--- config.mk ---
export PLATFORM = sky130hd
export DESIGN_NAME = branch_predictor_pht
export DESIGN_NICKNAME = d
export VERILOG_FILES = /design/src/rtl/branch_predictor_pht.sv
export SDC_FILE = /design/constraint.sdc
export NUM_CORES = 1
export LEC_CHECK = 0
export CORE_ASPECT_RATIO = 1.4
export CORE_MARGIN = 2
export CORE_UTILIZATION = 59
export CTS_CLUSTER_SIZE = 10
export DETAILED_ROUTE_END_ITERATION = 16
export PLACE_DENSITY = 0.8
export SETUP_SLACK_MARGIN = 0.02
export SYNTH_ARGS = -nofsm -noshare
export SYNTH_HDL_FRONTEND = slang
export SYNTH_SLANG_ARGS = --single-unit
--- constraint.sdc ---
create_clock -name clk -period 6.5 [get_ports clk]
set_clock_uncertainty 0.1 [all_clocks]
set_input_delay 1.3 -clock clk [delete_from_list [all_inputs] [get_ports clk]]
set_output_delay 1.3 -clock clk [all_outputs]
set_load 0.02 [all_outputs]
--- src/rtl/branch_predictor_pht.sv ---
// Pattern history table of saturating counters, bimodal or gshare indexed.
// Predictions register one cycle after lookup; the table is filled by a post-reset sweep.
module branch_predictor_pht #(
  parameter int unsigned INDEX_BITS = 8,
  parameter int unsigned CTR_BITS   = 2,
  parameter int unsigned INIT_CTR   = 3,
  parameter int unsigned HIST_BITS  = 8,
  parameter int unsigned MODE       = 0
) (
  input  logic                  clk,
  input  logic                  rst_n,
  input  logic                  lookup_valid,
  input  logic [31:0]           inst,
  input  logic [31:0]           branch_pc,
  input  logic [31:0]           taken_pc,
  input  logic [31:0]           not_taken_pc,
  input  logic                  update_valid,
  input  logic [INDEX_BITS-1:0] update_index,
  input  logic                  update_taken,
  output logic                  pred_valid,
  output logic                  pred_taken,
  output logic [31:0]           predicted_pc,
  output logic [INDEX_BITS-1:0] pred_index,
  output logic                  init_busy
);

  localparam int unsigned ENTRIES = 2 ** INDEX_BITS;
  localparam logic [CTR_BITS-1:0] InitVal = CTR_BITS'(INIT_CTR);
  localparam logic [CTR_BITS-1:0] CtrMax  = '1;

  typedef enum logic [0:0] {StInit, StRun} state_e;

  state_e                state_q, state_d;
  logic [INDEX_BITS-1:0] sweep_q, sweep_d;
  logic [HIST_BITS-1:0]  ghr_q, ghr_d, ghr_shift;
  logic [CTR_BITS-1:0]   pht [ENTRIES];

  logic                  is_branch;
  logic                  do_update;
  logic [INDEX_BITS-1:0] hist_ext;
  logic [INDEX_BITS-1:0] lookup_idx;
  logic [CTR_BITS-1:0]   upd_ctr, upd_next, look_ctr;
  logic                  unused_bits;

  assign unused_bits = ^{inst[25:0], branch_pc[31:INDEX_BITS+2], branch_pc[1:0]};

  assign is_branch = inst[31:26] inside {6'd1, 6'd4, 6'd5, 6'd6, 6'd7};
  assign init_busy = (state_q == StInit);
  assign do_update = update_valid && (state_q == StRun);

  // History occupies the low index bits; bimodal ignores it.
  assign hist_ext   = (MODE != 0) ? INDEX_BITS'(ghr_q) : '0;
  assign lookup_idx = branch_pc[INDEX_BITS+1:2] ^ hist_ext;

  generate
    if (HIST_BITS == 1) begin : g_hist1
      assign ghr_shift = update_taken;
    end else begin : g_histn
      assign ghr_shift = {ghr_q[HIST_BITS-2:0], update_taken};
    end
  endgenerate

  always_comb begin
    upd_ctr  = pht[update_index];
    upd_next = upd_ctr;
    if (update_taken) begin
      if (upd_ctr != CtrMax) upd_next = upd_ctr + 1'b1;
    end else begin
      if (upd_ctr != '0) upd_next = upd_ctr - 1'b1;
    end
  end

  // Same-cycle update to the looked-up entry is forwarded to the prediction.
  always_comb begin
    look_ctr = pht[lookup_idx];
    if (state_q == StInit) begin
      look_ctr = InitVal;
    end else if (do_update && (update_index == lookup_idx)) begin
      look_ctr = upd_next;
    end
  end

  always_comb begin
    state_d = state_q;
    sweep_d = sweep_q;
    ghr_d   = ghr_q;
    unique case (state_q)
      StInit: begin
        sweep_d = sweep_q + 1'b1;
        if (sweep_q == {INDEX_BITS{1'b1}}) state_d = StRun;
      end
      StRun: begin
        if (update_valid) ghr_d = ghr_shift;
      end
      default: state_d = StInit;
    endcase
  end

  always_ff @(posedge clk or negedge rst_n) begin
    if (!rst_n) begin
      state_q <= StInit;
      sweep_q <= '0;
      ghr_q   <= '0;
    end else begin
      state_q <= state_d;
      sweep_q <= sweep_d;
      ghr_q   <= ghr_d;
    end
  end

  // Table storage has no reset; the sweep is what initialises it.
  always_ff @(posedge clk) begin
    if (state_q == StInit) begin
      pht[sweep_q] <= InitVal;
    end else if (do_update) begin
      pht[update_index] <= upd_next;
    end
  end

  always_ff @(posedge clk or negedge rst_n) begin
    if (!rst_n) begin
      pred_valid   <= 1'b0;
      pred_taken   <= 1'b0;
      predicted_pc <= '0;
      pred_index   <= '0;
    end else if (lookup_valid && is_branch) begin
      pred_valid   <= 1'b1;
      pred_taken   <= look_ctr[CTR_BITS-1];
      predicted_pc <= look_ctr[CTR_BITS-1] ? taken_pc : not_taken_pc;
      pred_index   <= lookup_idx;
    end else begin
      pred_valid   <= 1'b0;
    end
  end

endmodule
### Word level (Yosys, flattened, before mapping)

Memories as Yosys holds them, arrays and structs flattened.
Index checks and enable logic that the tools add are counted.

| cells by class | value |
|---|---|
| add/sub/neg operators | 3 |
| multipliers | 0 |
| divide/modulo/power cells | 0 |
| $lt $le $gt $ge | 0 |
| equality and inequality tests | 8 |
| shifts and indexed selects | 0 |
| mux-type cells | 16 |
| bitwise operators | 1 |
| reductions and logical operators | 6 |

Operators by type and width:

| kind | count |
|---|---|
| $mux 32 | 1 |
| $eq 6x3->1 const B | 4 |
| $mux 2 | 6 |
| $add 8x1->8 const B | 1 |
| $eq 8x8->1 | 1 |
| $eq 8x8->1 const B | 1 |
| $mux 1 | 8 |
| $mux 8 | 1 |
| $eq 6x1->1 const B | 1 |
| $reduce_bool 5->1 | 1 |
| $logic_and 1x1->1 | 3 |
| $add 2x1->2 const B | 1 |
| $ne 2x2->1 const B | 1 |
| $reduce_bool 2->1 | 1 |
| $reduce_or 2->1 | 1 |
| $sub 2x1->2 const B | 1 |
| $not 1->1 | 1 |

| word-level totals | value |
|---|---|
| bits in registers | 51 |
| bits in latches | 0 |
| RAM bits | 512 |
| bits in read-only memories | 0 |
| input bits | 141 |
| output and inout port bits | 43 |
| logic and storage cells | 41 |
| memories kept | 1 |

Memory list:

| name | words | bits a word | read ports | clocked after memory_dff | wr ports | RTL line | text |
|---|---|---|---|---|---|---|---|
| pht | 256 | 2 | 2 | 0 | 1 | 36 | `logic [CTR_BITS-1:0] pht [ENTRIES];` |

### Logic depth before layout (Yosys ltp)

An unclocked memory read counts as a cell.

| depth | value |
|---|---|
| depth in word-level cells | 7 |
| depth in mapped cells | 15 |
| mapped depth without buffers | 9 |

### Worst setup path after synthesis

No wires, ideal clock.

| path | value |
|---|---|
| path kind | input -> register |
| from | input update_index[0] |
| to | memory pht[0][0] (data pin) |
| library setup time | 0.820 ns |
| arrival time | 6.334 ns |
| required time | 5.580 ns |
| setup slack | -0.754 ns |
| stages | 11 |
| path buffers | 3 |
| cell sequence | buf_2 buf_6 buf_4 mux4_2 a22oi_1 nand3_1 a211oi_1 a21oi_1 and2_1 maj3_1 nand2_1 |

| between the ends | value |
|---|---|
| longest elaborated chain between the ends | 5 |
| elaborated cells between the ends (all ways) | 9 |
| those cells by class | add/sub (2); eq/ne (1); mux (4); reduce/logical (1); memory (1) |

Ends and longest elaborated chain:

| element | RTL line | text |
|---|---|---|
| start, declared | 18 | `input logic [INDEX_BITS-1:0] update_index,` |
| $mem_v2 256x2 * | - |  |
| $sub 2x1->2, or another cell as far along | 69 | `if (upd_ctr != '0) upd_next = upd_ctr - 1'b1;` |
| $mux 2 (on tied branches) | 69, 67 |  |
| $mux 2 * | 66 | `if (update_taken) begin` |
| $mux 2 (no source line) * | - |  |
| end, declared | 36 |  |

Mark *: on every way between the ends. The rest lies on a longest branch, timed or not.

### Final worst setup path

| path | value |
|---|---|
| from | input update_index[3] |
| to | memory pht[94][1] (data pin) |

The elaborated chain is that of the path after synthesis.

==> out/qor.yml <==
run_status:
  status: "complete, no violations"
die:
  row_count: 91
  die_w_um: 182
  io_pins: 184
  core_area_um2: 43900
  dieArea_um2: 46200
  die_h_um: 254
  start_util_pct: 59.7
power_and_ir_drop:
  switching_share_pct: 21.7
  combinationalPowerShare_pct: 7.5
  vdd_ir_drop_max_mv: 0.170
  p_per_area_nw_per_um2: 261
  p_int_mw: 6.13
  share_seq_of_total_power_pct: 50.9
  switchingPower_mw: 1.70
  p_leak_nw: 10.3
  clockPowerShare_pct: 41.7
clock_tree:
  cts_tree: "done"
  htree_levels: 3
  cts-resized-gates: 0
  root_buffer: "clkbuf_16"
  insertion_delay_ps: 580
  numCtsBuffers: 66
  cts.sinks: 563
  clk_pin_slew_worst_paths_ps: 50
  cts_hold_buffers: 0
  post_cts.repair.setup_buffers: 0
  clockBufferDepth: 3
detailed_routing:
  drt_iter0_markers: 2207
  drc: 0
  wl_per_cell_um: 30.3
  wl_um: 73300
  ant_nets: 0
  vias_per_cell: 7.12
  dr.pass1.iters: 6
  num_vias: 17200
job:
  max-cap-violations: 0
yosys:
  synth_top_area_share_pct: 58.6
  synthFlopType: "edfxtp_1"
  synth_edf_count: 512
  synth_cell_types: 58
  yosysMostFrequentCell: "edfxtp_1"
  netlist_area_um2: 26300
  syn_avg_cell_area_um2: 15.2
  syn_inst: 1725
  syn_nets: 1867
  ys_top_cells_by_area: "edfxtp_1, mux4_2, dfrtp_1, nor2_1, nand2_1"
  yosys_warnings: 0
  synth_common_cells: "edfxtp_1, nor2_1, mux4_2, nand2_1, clkbuf_1"
  seq_area_frac_synth_pct: 63.4
  synth.largest_area_cell: "edfxtp_1"
  synthArstFlopShare_pct: 9.06
  ys_ff_latch: 563
grt:
  globalRouteMet2Util_pct: 53.4
  antenna_found_initial: 2
  grt_pass1_wl_um: 108000
  met1_usage_pct: 39.0
  groute.layer.met3.usage_pct: 7.02
  top_usage_layer: "met2"
  grt_max_degree: 78
  grt-ovfl-total: 0
  grt_util_all_layers_pct: 32.2
  first_global_vias: 17700
worst_setup_path:
  reg2reg_depth: 4
  cp.arrival_ps: 5350
  cp-end-kind: "flop"
  critPathLaunchType: "primary input"
  r2r-start: "state_q"
  reg2reg_slack_ps: 2910
  cp-startpoint: "update_index[3]"
  cp_max_fo: 77
  worstSetupPathType: "in -> reg"
  crit_required_ps: 6750
  timing.rr.end: "pht[66][0]"
hold_path:
  holdPathEnd: "pred_index[6]"
  hold_start: "pred_index[6]"
  whs_path_depth: 2
  hold_path.class: "reg -> reg"
timing:
  slew_violations: 0
  worstMarginPinSlew_ps: 1360
  tns_ps: 0
  finalCritPeriodShare_pct: 78.4
  rsz0062_at_grt: "no"
  whs_ps: 374
  clock.fmax_mhz: 196
  report.final.hold_viol_count: 0
  finalSetupViolations: 0
  min_period_ps: 5090
  relSlewSlack_pct: 8.79
place:
  hpwl_um: 44900
  place_congestion: 0.934
  port-buffer-count: 133
  placedCellCount: 2329
finish:
  nets: 1981
  syn2layout_area_growth_pct: 14.1
  antenna_cells: 0
  finalCoreUtilization_pct: 68.2
  instances_no_fill: 2418
  drive_gt1_share_pct: 20.6
-- through the flow --
| step | cell area, um^2 | total power, mW | worst slack (ps) |
|---|---|---|---|
| after detailed placement | 28100 | 4.63 | 992 |
| final | 30000 | 7.82 | 1410 |
| after floorplan | 26300 | 4.37 | 795 |
| after global placement | 28100 | 4.62 | 1130 |
| after global routing | 30000 | 8.00 | 1270 |
| after CTS | 30000 | 7.84 | 1580 |
-- cell usage in the layout, fill, tap and decap left out, types with 12 or more instances in the layout --
| master | instances |
|---|---|
| nor2b_1 | 12 |
| o211ai_2 | 30 |
| dfrtp_1 | 51 |
| clkbuf_1 | 16 |
| nor2_1 | 305 |
| and3_1 | 35 |
| edfxtp_1 | 512 |
| a22oi_1 | 14 |
| nand2_1 | 163 |
| a21oi_1 | 44 |
| buf_4 | 40 |
| nand4_1 | 17 |
| clkbuf_16 | 69 |
| nand3_1 | 54 |
| clkdlybuf4s50_1 | 126 |
| buf_12 | 12 |
| mux4_2 | 207 |
-- routing by layer --
metal	vias up	share of wire (%)
li1	6910	-
met1	8548	33
met2	1419	49
met3	342	11
met4	4	6.9
met5	-	0.037
-- cells by family (layout without fill, tap and decap cells) --
logic type | count (synthesis) | in the layout | share of synthesized area [%]
AND/OR/NAND/NOR | 636 | 636 | 10.7
adder cells (fa/ha/maj) | 3 | 3 | 0.124
flip-flops | 563 | 563 | 63.4
buffers and inverters | 143 | 278 | 2.74
AO/OA/AOI/OAI | 142 | 142 | 4.11
XOR/XNOR | 15 | 15 | 0.500
multiplexers | 223 | 223 | 18.4
-- flip-flops by register name, indices dropped and copies added, names as in the netlist --
signal,flops
pred_valid,1
sweep_q,8
pred_index,8
pht,512
pred_taken,1
state_q,1
predicted_pc,32
-- how the worst max path moves through the flow --
stage | end | slack [ps] | cells after the start
CTS | pht[123][1] | 1580 | 10
global placement | pht[95][1] | 1130 | 11
finish | pht[94][1] | 1410 | 10
floorplan | pht[0][0] | 790 | 11
detailed placement | pht[126][1] | 990 | 11
global route | pht[127][1] | 1270 | 10
-- cell type report --
cell class | instances | area (um^2)
repair buffers | 182 | 1830
clock buffers | 85 | 1790
clock inverters | 4 | 28.8
multi-input cells | 1019 | 8930
inverters | 7 | 26.3
well taps | 558 | 698
flip-flops and latches | 563 | 16700
fillers | 2770 | 14000
-- power by group through the flow --
stage          logic, mW  registers [mW]  clock network, mW
4_1_cts            0.579            3.98               3.28
6_report           0.583            3.98               3.26
2_1_floorplan      0.252            4.12                  0
3_3_place_gp       0.568            4.05                  0
5_1_grt            0.612            3.98               3.41
3_5_place_dp       0.576            4.05                  0
-- critical path, stage by stage --
cell and delay (ps):
clkdlybuf4s50_1 1050, nor4bb_1 890, a21boi_0 230, nand4_1 160, a21oi_1 120, a22oi_1 280
nand2_1 160, maj3_1 450, nand2_8 300, buf_12 320
No activity file was read; power rests on OpenSTA's default activity.
